==> config.mk <==
export PLATFORM = sky130hd
export DESIGN_NAME = sync_fifo_flags
export DESIGN_NICKNAME = d
export VERILOG_FILES = /design/src/rtl/sync_fifo_flags_pkg.sv /design/src/rtl/sync_fifo_mem.sv /design/src/rtl/sync_fifo_flags.sv
export SDC_FILE = /design/constraint.sdc
export NUM_CORES = 1
export LEC_CHECK = 0
export ABC_CLOCK_PERIOD_IN_PS = 2750
export BUFFER_PORTS_ARGS = -buffer_cell sky130_fd_sc_hd__buf_2
export CORE_MARGIN = 3
export CORE_UTILIZATION = 35
export CTS_CLUSTER_DIAMETER = 120
export DETAILED_ROUTE_END_ITERATION = 7
export HOLD_SLACK_MARGIN = 0.06
export PLACE_DENSITY = 0.59
export SYNTH_ARGS = -nofsm -noshare
export SYNTH_HDL_FRONTEND = slang
export SYNTH_HIERARCHICAL = 1
export SYNTH_SLANG_ARGS = --single-unit
==> constraint.sdc <==
create_clock -name clk -period 2.75 [get_ports clk]
set_clock_uncertainty 0.15 [all_clocks]
set_input_delay 0.1375 -clock clk [delete_from_list [all_inputs] [get_ports clk]]
set_output_delay 0.1375 -clock clk [all_outputs]
set_load 0.05 [all_outputs]
==> src/rtl/sync_fifo_flags_pkg.sv <==
// sync_fifo_flags_pkg: shared FIFO constants and the depth legality check
package sync_fifo_flags_pkg;
  localparam int DEF_DATA_WIDTH = 8;
  localparam int DEF_DEPTH      = 16;
  localparam int DEF_AE_LEVEL   = 2;
  localparam int MIN_DEPTH      = 4;
  // Pointers wrap by truncation, so the depth must be a power of two.
  function automatic bit depth_ok(input int d);
    return (d >= MIN_DEPTH) && ((d & (d - 1)) == 0);
  endfunction
endpackage

==> src/rtl/sync_fifo_mem.sv <==
// sync_fifo_mem: register array with synchronous write and asynchronous read
module sync_fifo_mem
  import sync_fifo_flags_pkg::*;
#(
  parameter int DATA_WIDTH = DEF_DATA_WIDTH,
  parameter int DEPTH      = DEF_DEPTH,
  parameter int PTR_WIDTH  = $clog2(DEPTH)
) (
  input  logic                  clk,
  input  logic                  we,
  input  logic [PTR_WIDTH-1:0]  waddr,
  input  logic [DATA_WIDTH-1:0] wdata,
  input  logic [PTR_WIDTH-1:0]  raddr,
  output logic [DATA_WIDTH-1:0] rdata
);
  logic [DATA_WIDTH-1:0] r_mem [DEPTH];
  // Storage is deliberately not reset.
  always_ff @(posedge clk) begin
    if (we) r_mem[waddr] <= wdata;
  end
  assign rdata = r_mem[raddr];
endmodule

==> src/rtl/sync_fifo_flags.sv <==
// sync_fifo_flags: single-clock FIFO with count, almost flags, sticky errors and optional FWFT
module sync_fifo_flags
  import sync_fifo_flags_pkg::*;
#(
  parameter int DATA_WIDTH = DEF_DATA_WIDTH,
  parameter int DEPTH      = DEF_DEPTH,
  parameter int PTR_WIDTH  = $clog2(DEPTH),
  parameter int AF_LEVEL   = DEPTH - 2,
  parameter int AE_LEVEL   = DEF_AE_LEVEL,
  parameter int FWFT       = 0
) (
  input  logic                  clk,
  input  logic                  rst_n,
  input  logic                  w_en,
  input  logic [DATA_WIDTH-1:0] data_in,
  input  logic                  r_en,
  output logic [DATA_WIDTH-1:0] data_out,
  output logic                  full,
  output logic                  empty,
  output logic                  almost_full,
  output logic                  almost_empty,
  output logic [PTR_WIDTH:0]    count,
  output logic                  overflow,
  output logic                  underflow,
  input  logic                  clr_err
);
  localparam int CW = PTR_WIDTH + 1;
  localparam logic [CW-1:0] DEPTH_C = CW'(DEPTH);
  localparam logic [CW-1:0] AF_C    = CW'(AF_LEVEL);
  localparam logic [CW-1:0] AE_C    = CW'(AE_LEVEL);

  if (!depth_ok(DEPTH)) begin : g_bad_depth
    $error("sync_fifo_flags: DEPTH must be a power of 2 and at least 4");
  end

  logic [CW-1:0]         r_wptr, r_rptr, r_count, w_count_next;
  logic                  r_full, r_empty, r_af, r_ae, r_ovf, r_unf;
  logic [DATA_WIDTH-1:0] r_dout, w_rdata;
  logic                  w_wr_acc, w_rd_acc;

  assign w_wr_acc     = w_en & ~r_full;
  assign w_rd_acc     = r_en & ~r_empty;
  assign w_count_next = r_count + CW'(w_wr_acc) - CW'(w_rd_acc);

  sync_fifo_mem #(.DATA_WIDTH(DATA_WIDTH), .DEPTH(DEPTH), .PTR_WIDTH(PTR_WIDTH)) u_mem (
    .clk   (clk),
    .we    (w_wr_acc),
    .waddr (r_wptr[PTR_WIDTH-1:0]),
    .wdata (data_in),
    .raddr (r_rptr[PTR_WIDTH-1:0]),
    .rdata (w_rdata)
  );

  // Pointers, occupancy and flags all advance from the next count so they agree on every edge.
  always_ff @(posedge clk) begin
    if (!rst_n) begin
      r_wptr  <= '0;
      r_rptr  <= '0;
      r_count <= '0;
      r_full  <= 1'b0;
      r_empty <= 1'b1;
      r_af    <= 1'b0;
      r_ae    <= 1'b1;
    end else begin
      r_wptr  <= r_wptr + CW'(w_wr_acc);
      r_rptr  <= r_rptr + CW'(w_rd_acc);
      r_count <= w_count_next;
      r_full  <= w_count_next == DEPTH_C;
      r_empty <= w_count_next == '0;
      r_af    <= w_count_next >= AF_C;
      r_ae    <= w_count_next <= AE_C;
    end
  end

  // Sticky error flags; a new error in the clearing cycle keeps the flag set.
  always_ff @(posedge clk) begin
    if (!rst_n) begin
      r_ovf <= 1'b0;
      r_unf <= 1'b0;
    end else begin
      r_ovf <= (w_en & r_full) | (r_ovf & ~clr_err);
      r_unf <= (r_en & r_empty) | (r_unf & ~clr_err);
    end
  end

  // Registered read data for standard mode, held when no read is accepted.
  always_ff @(posedge clk) begin
    if (!rst_n) r_dout <= '0;
    else if (w_rd_acc) r_dout <= w_rdata;
  end

  assign data_out     = (FWFT != 0) ? w_rdata : r_dout;
  assign full         = r_full;
  assign empty        = r_empty;
  assign almost_full  = r_af;
  assign almost_empty = r_ae;
  assign count        = r_count;
  assign overflow     = r_ovf;
  assign underflow    = r_unf;
endmodule

# ---- Word-level counts from Yosys, hierarchy flattened
# Memory sizes are Yosys's and may differ from the RTL's. A register that Yosys moved wholly into a read port is not among the register bits.
# Cells that the tools add are included.
dict set report classes {
  mux 2
  addsub 4
  n_eq_ne 1
  magnitude_cmp 2
  reduce_logical 2
  n_bitwise 11
}
# operator count
set ops {}
lappend ops {{adder 5 x 1 -> 5 bit} 3}
lappend ops {{AND 1 bit} 6}
lappend ops {{equality test 5 bit, second input constant} 1}
lappend ops {{greater-or-equal comparator 5 x 4 -> 1 bit, second input constant} 1}
lappend ops {{less-or-equal comparator 5 x 2 -> 1 bit, second input constant} 1}
lappend ops {{zero test 5 bit} 1}
lappend ops {{subtractor 5 x 1 -> 5 bit} 1}
lappend ops {{NOT 1 bit} 3}
lappend ops {{2-to-1 mux 1 bit} 2}
lappend ops {{bitwise OR 1 bit} 2}
lappend ops {{zero test 1 bit} 1}
dict set report totals {
  memories 1
  in_bits 13
  ramBits 128
  register_bits 21
  wordCells 32
}
# memory words width rd rd_clocked_by_memory_dff write_ports line_no
set mem_list {}
lappend mem_list {u_mem.r_mem 16 8 1 1 1 sync_fifo_mem.sv:16} ;# logic [DATA_WIDTH-1:0] r_mem [DEPTH];

# ---- Logic depth before layout (Yosys ltp)
# Gate-level depths: netlist of the first run.
dict set report logic_depth {
  depth_word 5
  mapped_depth 11
  mapped_depth_nobuf 10
}

# ---- Hierarchy
# Netlist of the first run, hierarchy kept.
# module seq_area_each_um2 area_per_inst_um2 n_inst cells_per_inst
set by_module_without_submodules {}
lappend by_module_without_submodules {sync_fifo_mem 3843.7 4987.3 1 221}
lappend by_module_without_submodules {sync_fifo_flags 540.5 1154.9 1 121}

# ---- Least setup slack after synthesis of the first run
# No wires, ideal clock.
dict set report synth_path {
  path_kind {flip-flop to flip-flop}
  from {register r_empty, in the netlist empty}
  to {register r_full, in the netlist full}
  t_arrival_ns 2.398
  path_buffers 1
  required_time_ns 2.539
  stages_incl_launch_ff 12
  setup_slack_ns 0.141
  cell_sequence {dfxtp_1 -> nand2b_1 -> buf_2 -> nand2_1 -> nand2_1 -> ha_1 -> inv_1 -> fa_1 -> nand2b_1 -> a21oi_2 -> xnor2_1 -> and4b_2}
}
dict set report synth_between {
  elab_chain_len 4
}
# item line_no
set synth_rtl {}
lappend synth_rtl {{start, declared} sync_fifo_flags.sv:37} ;# logic r_full, r_empty, r_af, r_ae, r_ovf, r_unf;
lappend synth_rtl {{start signal, assigned} sync_fifo_flags.sv:61} ;# r_empty <= 1'b1;
lappend synth_rtl {{start signal, assigned} sync_fifo_flags.sv:69} ;# r_empty <= w_count_next == '0;
lappend synth_rtl {{NOT 1 bit} sync_fifo_flags.sv:42} ;# assign w_rd_acc = r_en & ~r_empty;
lappend synth_rtl {{AND 1 bit} sync_fifo_flags.sv:42}
lappend synth_rtl {{subtractor 5 x 1 -> 5 bit} sync_fifo_flags.sv:43} ;# assign w_count_next = r_count + CW'(w_wr_acc) - CW'(w_rd_acc);
lappend synth_rtl {{equality test 5 bit} sync_fifo_flags.sv:68} ;# r_full <= w_count_next == DEPTH_C;
lappend synth_rtl {{end signal, assigned} sync_fifo_flags.sv:60} ;# r_full <= 1'b0;
lappend synth_rtl {{end signal, assigned} sync_fifo_flags.sv:68}
lappend synth_rtl {{end, declared} sync_fifo_flags.sv:37}
# Every way passes these cells.
# A chain may end at the register's enable or synchronous reset.

# ---- Worst setup path after layout of the first run
dict set report layout_path {
  from {input w_en}
  to {register r_empty, in the netlist empty}
}
dict set report layout_between {
  elab_chain_len 4
}
# item line_no
set layout_rtl {}
lappend layout_rtl {{start, declared} sync_fifo_flags.sv:14} ;# input logic w_en,
lappend layout_rtl {{AND 1 bit} sync_fifo_flags.sv:41} ;# assign w_wr_acc = w_en & ~r_full;
lappend layout_rtl {{named net w_wr_acc} sync_fifo_flags.sv:39} ;# logic w_wr_acc, w_rd_acc;
lappend layout_rtl {{adder 5 x 1 -> 5 bit} sync_fifo_flags.sv:43}
lappend layout_rtl {{subtractor 5 x 1 -> 5 bit} sync_fifo_flags.sv:43}
lappend layout_rtl {{zero test 5 bit} sync_fifo_flags.sv:69}
# The timed path passes the listed nets, and every way through them passes these cells.

==> results of run 1 <==
==> routing by layer <==
metal | routed length [um] | share of wire [%]
met5 | 0 | 0
met1 | 5570 | 46
met2 | 5930 | 49
met3 | 511 | 4.2
met4 | 164 | 1.3
==> through the flow <==
stage                     utilization (%)  instances  setup slack, ps  hold slack [ps]
after floorplan                         -        342              141             86.4
after global placement               39.4        602              472              288
after detailed placement             39.4        602              442              299
after CTS                            43.9        649              293              319
after global routing                 43.9        649              101              342
final                                43.9        649              282              312
==> power breakdown <==
group / switching [uW] / internal [uW] / leakage (uW)
sequential: 92.1 / 2690 / 0.00138
combinational: 799 / 532 / 0.000909
clock: 877 / 1500 / 0.000288
total: 1770 / 4720 / 0.00258
==> cells in the final DEF (no fill, tap or decap), drive strengths merged, types with 3 or more instances in the layout <==
cell type      n
bufinv         4
inv            7
xnor2          5
a22oi         18
clkinvlp       3
ha             7
nand2         27
clkinv         7
nand3          3
buf           54
and2          14
nor2b          7
dlygate4sd3   15
a21oi          3
nand2b         6
dfxtp         27
xor2           3
mux4          32
edfxtp       128
a21boi         8
nor2          17
clkbuf        18
nor3           4
==> worst paths after layout <==
check,start,slack (ps),endpoint,cells after the start
hold / removal,data_out[3],310,data_out[3],2
setup reg to reg,full,390,empty,10
setup / recovery,w_en,280,empty,12
hold reg to reg,data_out[3],310,data_out[3],2
==> kinds of logic (layout without fill, tap and decap cells) <==
family / Yosys count / count (layout) / share of synthesized area, %
flops: 155 / 155 / 71.4
simple gates: 86 / 86 / 7.13
compound gates: 32 / 32 / 3.89
mux: 32 / 32 / 12.6
buf+inv: 21 / 108 / 2.12
fa+ha+maj: 8 / 8 / 1.75
xor+xnor: 8 / 8 / 1.14
==> worst max-delay path, cell delays in order <==
cell           delay (ps)
dlygate4sd3_1         540
buf_2                 130
nor2b_1               140
nand2b_1              180
nand2_1                80
ha_1                  150
inv_1                  50
fa_1                  380
nand2b_1              170
a21oi_2               130
xnor2_1               130
o41ai_1               390
==> cell usage after synthesis (all sizes together), types with 2 or more instances <==
library cell and count:
clkbuf 2, clkdlybuf4s25 3, mux4 32, nor2 17
a22oi 18, nor2b 7, xor2 3, a21oi 3
nand2 27, edfxtp 128, a21boi 8, and2 14
inv 7, o41ai 2, ha 7, nor3 4
dfxtp 27, nand3 3, buf 9, nand3b 2
xnor2 5, nand2b 6
==> area by class of cell <==
class	count	area, um^2	area share [%]
flip-flops and latches	155	4390	59.2
inverters	7	26.3	0.354
repair buffers	69	490	6.62
clock buffers	18	429	5.79
multi-input cells	166	1630	22.0
well taps	220	275	3.71
clock inverters	14	178	2.40
==> registers in the layout, summed over array words and instances, names as in the netlist <==
| signal | cells |
|---|---|
| data_out | 8 |
| r_rptr | 4 |
| almost_full | 1 |
| almost_empty | 1 |
| u_mem/r_mem | 128 |
| empty | 1 |
| underflow | 1 |
| full | 1 |
| count | 5 |
| overflow | 1 |
| r_wptr | 4 |
==> what timing repair did <==
action	in CTS	in global routing
setup buffers	0	0
hold buffers	15	0
hold endpoints to repair	153	0
==> results.toml, run 1 <==
[global_routing]
met2_usage_pct = 21.1
track_usage_pct = 13.3
gr-usage-met1_pct = 17.8
grt_pass1_vias = 3355
busiest_layer = "met2"
antenna_found_initial = 0
grt_max_degree = 28
overflow = 0
grtUsageMet3_pct = 3.56
grt_pass1_wl_um = 19300

[final_layout]
drive_above_1_share_pct = 24.9
syn_to_final_growth_pct = 20.7
antennaDiodeCount = 0
fill_cells = 1445
final_area_um2 = 7410
final_nets = 437

[clocking]
cts_max_path_buffers = 2
clockRootBuffer = "clkbuf_16"
clk_pin_slew_worst_paths_ps = 60
cts_tree = "built"
ctsHtreeMaxLevel = 4
cts_made_buffers = 17
cts_resized = 0
clock-sinks = 155
clock_latency_ps = 420

[die]
core_um2 = 16900
io_pins = 32
start_util_pct = 36.4
dieHeight_um = 138
die_x_um = 138
dieArea_um2 = 19200
rows = 47

[sta]
fin_crit_sh_pct = 89.7
rsz0062_at_grt = "false"
worstMarginPinSlew_ps = 803
fmax_mhz = 405
hold_viol = 0
slew_headroom_pct = 46.3
setup_violations = 0
period_needed_ps = 2470
tns_ps = 0
slew_viol_final = 0

[power]
p_per_area_nw_per_um2 = 876
ir_drop_uv = 507
power.total_uw = 6490
p_leak_uw = 0.00258

[critical_path]
arrival_ps = 2610
cp-end-kind = "flop"
cp-start-kind = "input pin"
worst-setup-path-type = "input pin to flop"
cp.required_ps = 2900
crit_fanout = 5

[synth]
synth_top_area_share_pct = 62.6
synth_ff_type = "edfxtp_1"
synth_top_cell_by_area = "edfxtp_1"
synth_area_um2 = 6140
syn_nets = 363
ys_warn_count = 6
synth-seq-cells = 155
ys_top_cells_by_area = "edfxtp_1 (63%), dfxtp_1 (8.8%), mux4_2 (6.6%), mux4_1 (6.0%), a22oi_1 (2.2%)"
ys_seq_area_share_pct = 71.4
ys_types = 36
async_flop_share_pct = 0
synth_cells = 342
synth_area_per_cell_um2 = 18.0
synth_edf_count = 128

[routing]
vias = 3209
wl_per_cell_um = 18.8
drc = 0
drt_iter0_markers = 167
wl_um = 12200
drtPass1Iterations = 5
via_per_inst = 4.94
drtAntennaViolNets = 0

[flow_run]
max_cap_viol_count = 0

[placement]
hpwl_um = 7930
gp_congestion = 0.744
placed_area_um2 = 6660
portBuffers = 31

[min_path]
holdCritPathClass = "flop to flop"

[outcome]
status = "finished clean"
Power figures use the tool's default switching activity.
==> run 2: changes to the inputs <==
Settings changed: ABC_CLOCK_PERIOD_IN_PS 2750 to 2900.
Clock period 2.75 ns to 2.9 ns, I/O delays scaled along.
==> results.toml, run 2 (synthesis results as in run 1) <==
[routing]
drtPass1Iterations = 5
wl_per_cell_um = 18.3
drt_iter0_markers = 217
via_per_inst = 4.89
vias = 3163
wl_um = 11800
drc = 0
drtAntennaViolNets = 0

[final_layout]
layout_common_cells = "edfxtp_1 (128), buf_2 (31), nand2_1 (27)"
drive_above_1_share_pct = 24.1
mostFrequentLayoutCell = "edfxtp_1"
largest_reg_flops = 128
final_nets = 435
syn_to_final_growth_pct = 20.0
antennaDiodeCount = 0
top_register = "u_mem/r_mem"
final_area_um2 = 7370

[critical_path]
cp_slowest_cell = "dlygate4sd3_1"
arrival_ps = 2600
crit_family = "buffers and inverters"
cp-start-kind = "input pin"
rrSetupSlack_ps = 530
max_stage_delay_ps = 540
crit_cells = 12
cp.required_ps = 3050
crit_chain = "dlygate4sd3_1 > buf_2 > nor2b_1 > nand2b_1 > nand2_1 > ha_1 > inv_1 > fa_1 > nand2b_1 > a21oi_2 > xnor2_1 > o41ai_1"
crit_buf_inv = 3
worst-setup-path-type = "input pin to flop"
cp-end-kind = "flop"
crit_path_frequent_cell = "nand2b_1"
reg2reg_depth = 11
crit_fanout = 5

[clocking]
clk_pin_slew_worst_paths_ps = 60
clock_latency_ps = 420
cts_max_path_buffers = 2
cts_resized = 0
cts_made_buffers = 17
clock-sinks = 155
cts_tree = "built"
ctsHtreeMaxLevel = 4
clockRootBuffer = "clkbuf_16"

[global_routing]
grt_pass1_wl_um = 18900
track_usage_pct = 13.0
gr-usage-met1_pct = 17.6
met2_usage_pct = 20.4
busiest_layer = "met2"
grt_max_degree = 35
antenna_found_initial = 0
overflow = 0
grt_pass1_vias = 3281
grtUsageMet3_pct = 2.90

[sta]
tns_ps = 0
slew_headroom_pct = 49.5
worstMarginPinSlew_ps = 755
fin_crit_sh_pct = 84.6
setup_violations = 0
rsz0062_at_grt = "false"
hold_viol = 0
fmax_mhz = 408
worst_slack_ps = 447
slew_viol_final = 0
period_needed_ps = 2450

[placement]
portBuffers = 31
placed_area_um2 = 6640
post-place-ws_ps = 533
gp_congestion = 0.728
hpwl_um = 8020

[die]
rows = 47
die_x_um = 138
dieArea_um2 = 19200
dieHeight_um = 138
start_util_pct = 36.4
io_pins = 32
core_um2 = 16900

[power]
ir_drop_uv = 537
p_leak_uw = 0.00256
power.total_uw = 6050
p_per_area_nw_per_um2 = 821

[min_path]
whs_path_depth = 2
holdCritPathClass = "flop to flop"

[flow_run]
max_cap_viol_count = 0

[outcome]
status = "finished clean"
-- run 2: layout make-up --
class | instances | area, um^2
Clock buffer | 23 | 458
Sequential cell | 155 | 4390
Inverter | 7 | 26.3
Fill cell | 1444 | 9510
Multi-Input combinational cell | 166 | 1630
Timing Repair Buffer | 67 | 475
Clock inverter | 9 | 123
Tap cell | 220 | 275
-- run 2: through the flow --
step / cells / util (%) / hold WS, ps
4_1_cts: 647 / 43.7 / 326
2_1_floorplan: 342 / - / 93.9
3_3_place_gp: 600 / 39.3 / 293
3_5_place_dp: 600 / 39.3 / 307
5_1_grt: 647 / 43.7 / 364
6_report: 647 / 43.7 / 317
-- run 2: final timing paths --
check	from	to
hold reg to reg	data_out[7]	data_out[7]
setup reg to reg	full	empty
setup / recovery	w_en	empty
hold / removal	data_out[7]	data_out[7]
-- run 2: repair_timing --
| action | CTS | global route |
|---|---|---|
| hold buffers | 15 | 0 |
| setup buffers | 0 | 0 |
| endpoints found under the setup margin | 0 | 0 |
| hold endpoints to repair | 152 | 0 |
-- run 2: power by group --
group | leakage, uW | internal (uW) | total [uW] | switching, uW
sequential | 0.00138 | 2550 | 2640 | 91.7
clock | 0.000286 | 1370 | 2160 | 790
combinational | 0.000898 | 499 | 1250 | 754
-- run 2: per-layer routing --
metal | wire length [um] | vias to the layer above | part of all wire [%]
met5 | 0 | - | 0
met4 | 76 | 0 | 0.64
met3 | 669 | 10 | 5.6
met2 | 5760 | 80 | 49
met1 | 5340 | 1587 | 45
li1 | - | 1486 | -
-- run 2: worst register-to-register path, cell delays in order (launching register included) --
cell and delay (ps):
dfxtp_1 330, nor2b_1 130, buf_4 150, nand2_1 50, nand2_1 60, ha_1 160, inv_1 60, fa_1 390
nand2b_1 170, a21oi_2 130, xnor2_1 140, o41ai_1 350
==> run 3: changes to the inputs <==
Settings changed: ABC_AREA from default to 1, ABC_CLOCK_PERIOD_IN_PS 2900 to 2000, PLACE_DENSITY 0.59 to 0.6.
Clock period 2.9 ns to 2 ns, I/O delays scaled along.
==> results.toml, run 3 <==
[global_routing]
antenna_found_initial = 0
grt_pass1_vias = 4454
grt_max_degree = 65
overflow = 0
track_usage_pct = 14.6
grt_pass1_wl_um = 23600

[synth]
synth_cells = 702
synth_ff_type = "edfxtp_1"
synth_compound_area_share_pct = 1.41
synth_xor_area_share_pct = 0.386
synth-seq-cells = 155
ys_seq_area_share_pct = 64.4
ys_types = 22
ys_warn_count = 6
synth_area_um2 = 6810
synth_adder_area_share_pct = 1.58
syn_nets = 723
ys_top_cells_by_area = "edfxtp_1 (56%), nand2_1 (11%), dfxtp_1 (7.9%), nand3_1 (7.9%), inv_1 (6.6%)"
synth_commonest_cells = "nand2_1 (207), edfxtp_1 (128), inv_1 (120), nand3_1 (108), nor2_1 (46)"
synth_top_cell_by_area = "edfxtp_1"
synth_top_area_share_pct = 56.4
synth_top_family_by_area = "simple AND/OR/NAND/NOR gates"
synthMuxAreaShare_pct = 0
synth_area_per_cell_um2 = 9.70
async_flop_share_pct = 0
synth_edf_count = 128
yosys.area_share.simple_pct = 22.6
synth.most_common_cell = "nand2_1"

[critical_path]
cp-start-kind = "flop"
r2r_end = "full"
reg2reg_depth = 15
max_stage_delay_ps = 350
cp.required_ps = 2200
rrSetupSlack_ps = -1
worst-setup-path-type = "flop to flop"
crit_fanout = 3
crit_path_frequent_cell = "nand2_2"
cp_slowest_cell = "dfxtp_4"
arrival_ps = 2200
cp-end-kind = "flop"
regToRegStartpoint = "empty"
crit_chain = "nor2_4 > inv_4 > nor2_4 > inv_2 > nand2_2 > ha_4 > inv_2 > fa_2 > inv_2 > nand3_4 > nand2_2 > nand2_2 > nand2_2 > nand2_2 > nor2_1"

[final_layout]
fin_util_pct = 43.3
mostFrequentLayoutCell = "nand2_1"
antennaDiodeCount = 0
layout_common_cells = "nand2_1 (200), edfxtp_1 (128), inv_1 (116)"
top_register = "u_mem/r_mem"
final_nets = 794
syn_to_final_growth_pct = 20.0
drive_above_1_share_pct = 16.0
largest_reg_flops = 128

[sta]
fmax_mhz = 500
hold_ws_ps = 178
rsz0062_at_grt = "true"
fin_crit_sh_pct = 100
period_needed_ps = 2000
worst_slack_ps = -1.12
worstMarginPinSlew_ps = 618
hold_viol = 0
slew_viol_final = 0
slew_headroom_pct = 58.8
setup_violations = 1

[die]
dieArea_um2 = 21200
start_util_pct = 36.0
io_pins = 32
dieHeight_um = 145
core_um2 = 18900
rows = 50
die_x_um = 145

[placement]
hpwl_um = 9270
portBuffers = 31
gp_congestion = 0.802

[outcome]
violations = "setup timing"
status = "finished, violations left"

[routing]
vias = 4729
drtPass1Iterations = 5
drc = 0
drt_iter0_markers = 309
drtAntennaViolNets = 0
wl_um = 15100
wl_per_cell_um = 14.4
via_per_inst = 4.52

[min_path]
hold_end = "count[0]"
holdCritPathClass = "input pin to flop"
whs_path_depth = 9
min_from = "r_en"

[power]
p_per_area_nw_per_um2 = 1110
ir_drop_uv = 615
power.total_uw = 9060
p_leak_uw = 0.00358

[clocking]
clock-sinks = 155
cts_max_path_buffers = 2
clk_pin_slew_worst_paths_ps = 60
clock_latency_ps = 420
clockRootBuffer = "clkbuf_16"
cts_made_buffers = 17
ctsHtreeMaxLevel = 4
cts_tree = "built"

[flow_run]
max_cap_viol_count = 0
run 3: cell count changes after synthesis, sizes merged, moves of 11 or more:
cell	previous run	this run
a22oi	18	0
nand3	3	108
o21ai	0	11
buf	9	26
mux4	32	0
nand2	27	208
nor2	17	48
and2	14	0
inv	7	126
run 3: worst max-delay path by stage:
stage,startpoint,endpoint,depth (start not counted)
after floorplan,empty,almost_empty,12
after global placement,empty,full,15
after detailed placement,empty,almost_empty,12
after CTS,empty,almost_empty,12
after global routing,empty,almost_empty,12
final,empty,full,15
run 3: report_power, final:
group	internal (uW)	switching [uW]	total [uW]	leakage [uW]
combinational	675	1490	2160	0.00193
sequential	3680	103	3780	0.00138
clock	1840	1270	3110	0.000275
run 3: cell families after synthesis:
group,after synthesis
simple gates,366
flops,155
buf+inv,152
compound gates,18
fa+ha+maj,8
xor+xnor,3
run 3: layout make-up:
class | instances | area [um^2]
Fill cell | 1791 | 10700
Sequential cell | 155 | 4390
Multi-Input combinational cell | 395 | 1840
Timing Repair Buffer | 78 | 566
Inverter | 126 | 475
Clock buffer | 18 | 429
Tap cell | 260 | 325
Clock inverter | 14 | 145
run 3: metrics by stage:
step           std cells  setup TNS, ps  setup slack (ps)  instance area [um^2]
2_1_floorplan        702           -157             -79.0                  6850
3_3_place_gp         995              0              4.08                  7380
3_5_place_dp         995          -52.8             -27.9                  7380
4_1_cts             1044          -46.3             -31.6                  8120
5_1_grt             1046           -476              -120                  8170
6_report            1046          -1.12             -1.12                  8170
run 3: routing by layer:
layer,global-route usage (%),vias up,part of all wire (%)
li1,-,2387,-
met1,18.3,2191,43
met2,24.0,120,49
met3,2.62,31,4.4
met4,7.55,0,3.7
met5,0,-,0
run 3: timing repair:
| action | 4_1_cts | 5_1_grt |
|---|---|---|
| pin swaps | 0 | 4 |
| endpoints found under the hold margin | 154 | 0 |
| cloned | 0 | 0 |
| hold buffers | 13 | 0 |
| setup endpoints to repair | 3 | 5 |
| gates resized for setup | 2 | 10 |
| buffers inserted | 4 | 2 |
run 3: worst max-delay path: cells and delay by family (launching register included):
kind | cells | cell delay, ps
buffers and inverters | 4 | 230
flip-flops | 1 | 350
adder cells (fa/ha/maj) | 2 | 480
AND/OR/NAND/NOR | 9 | 730
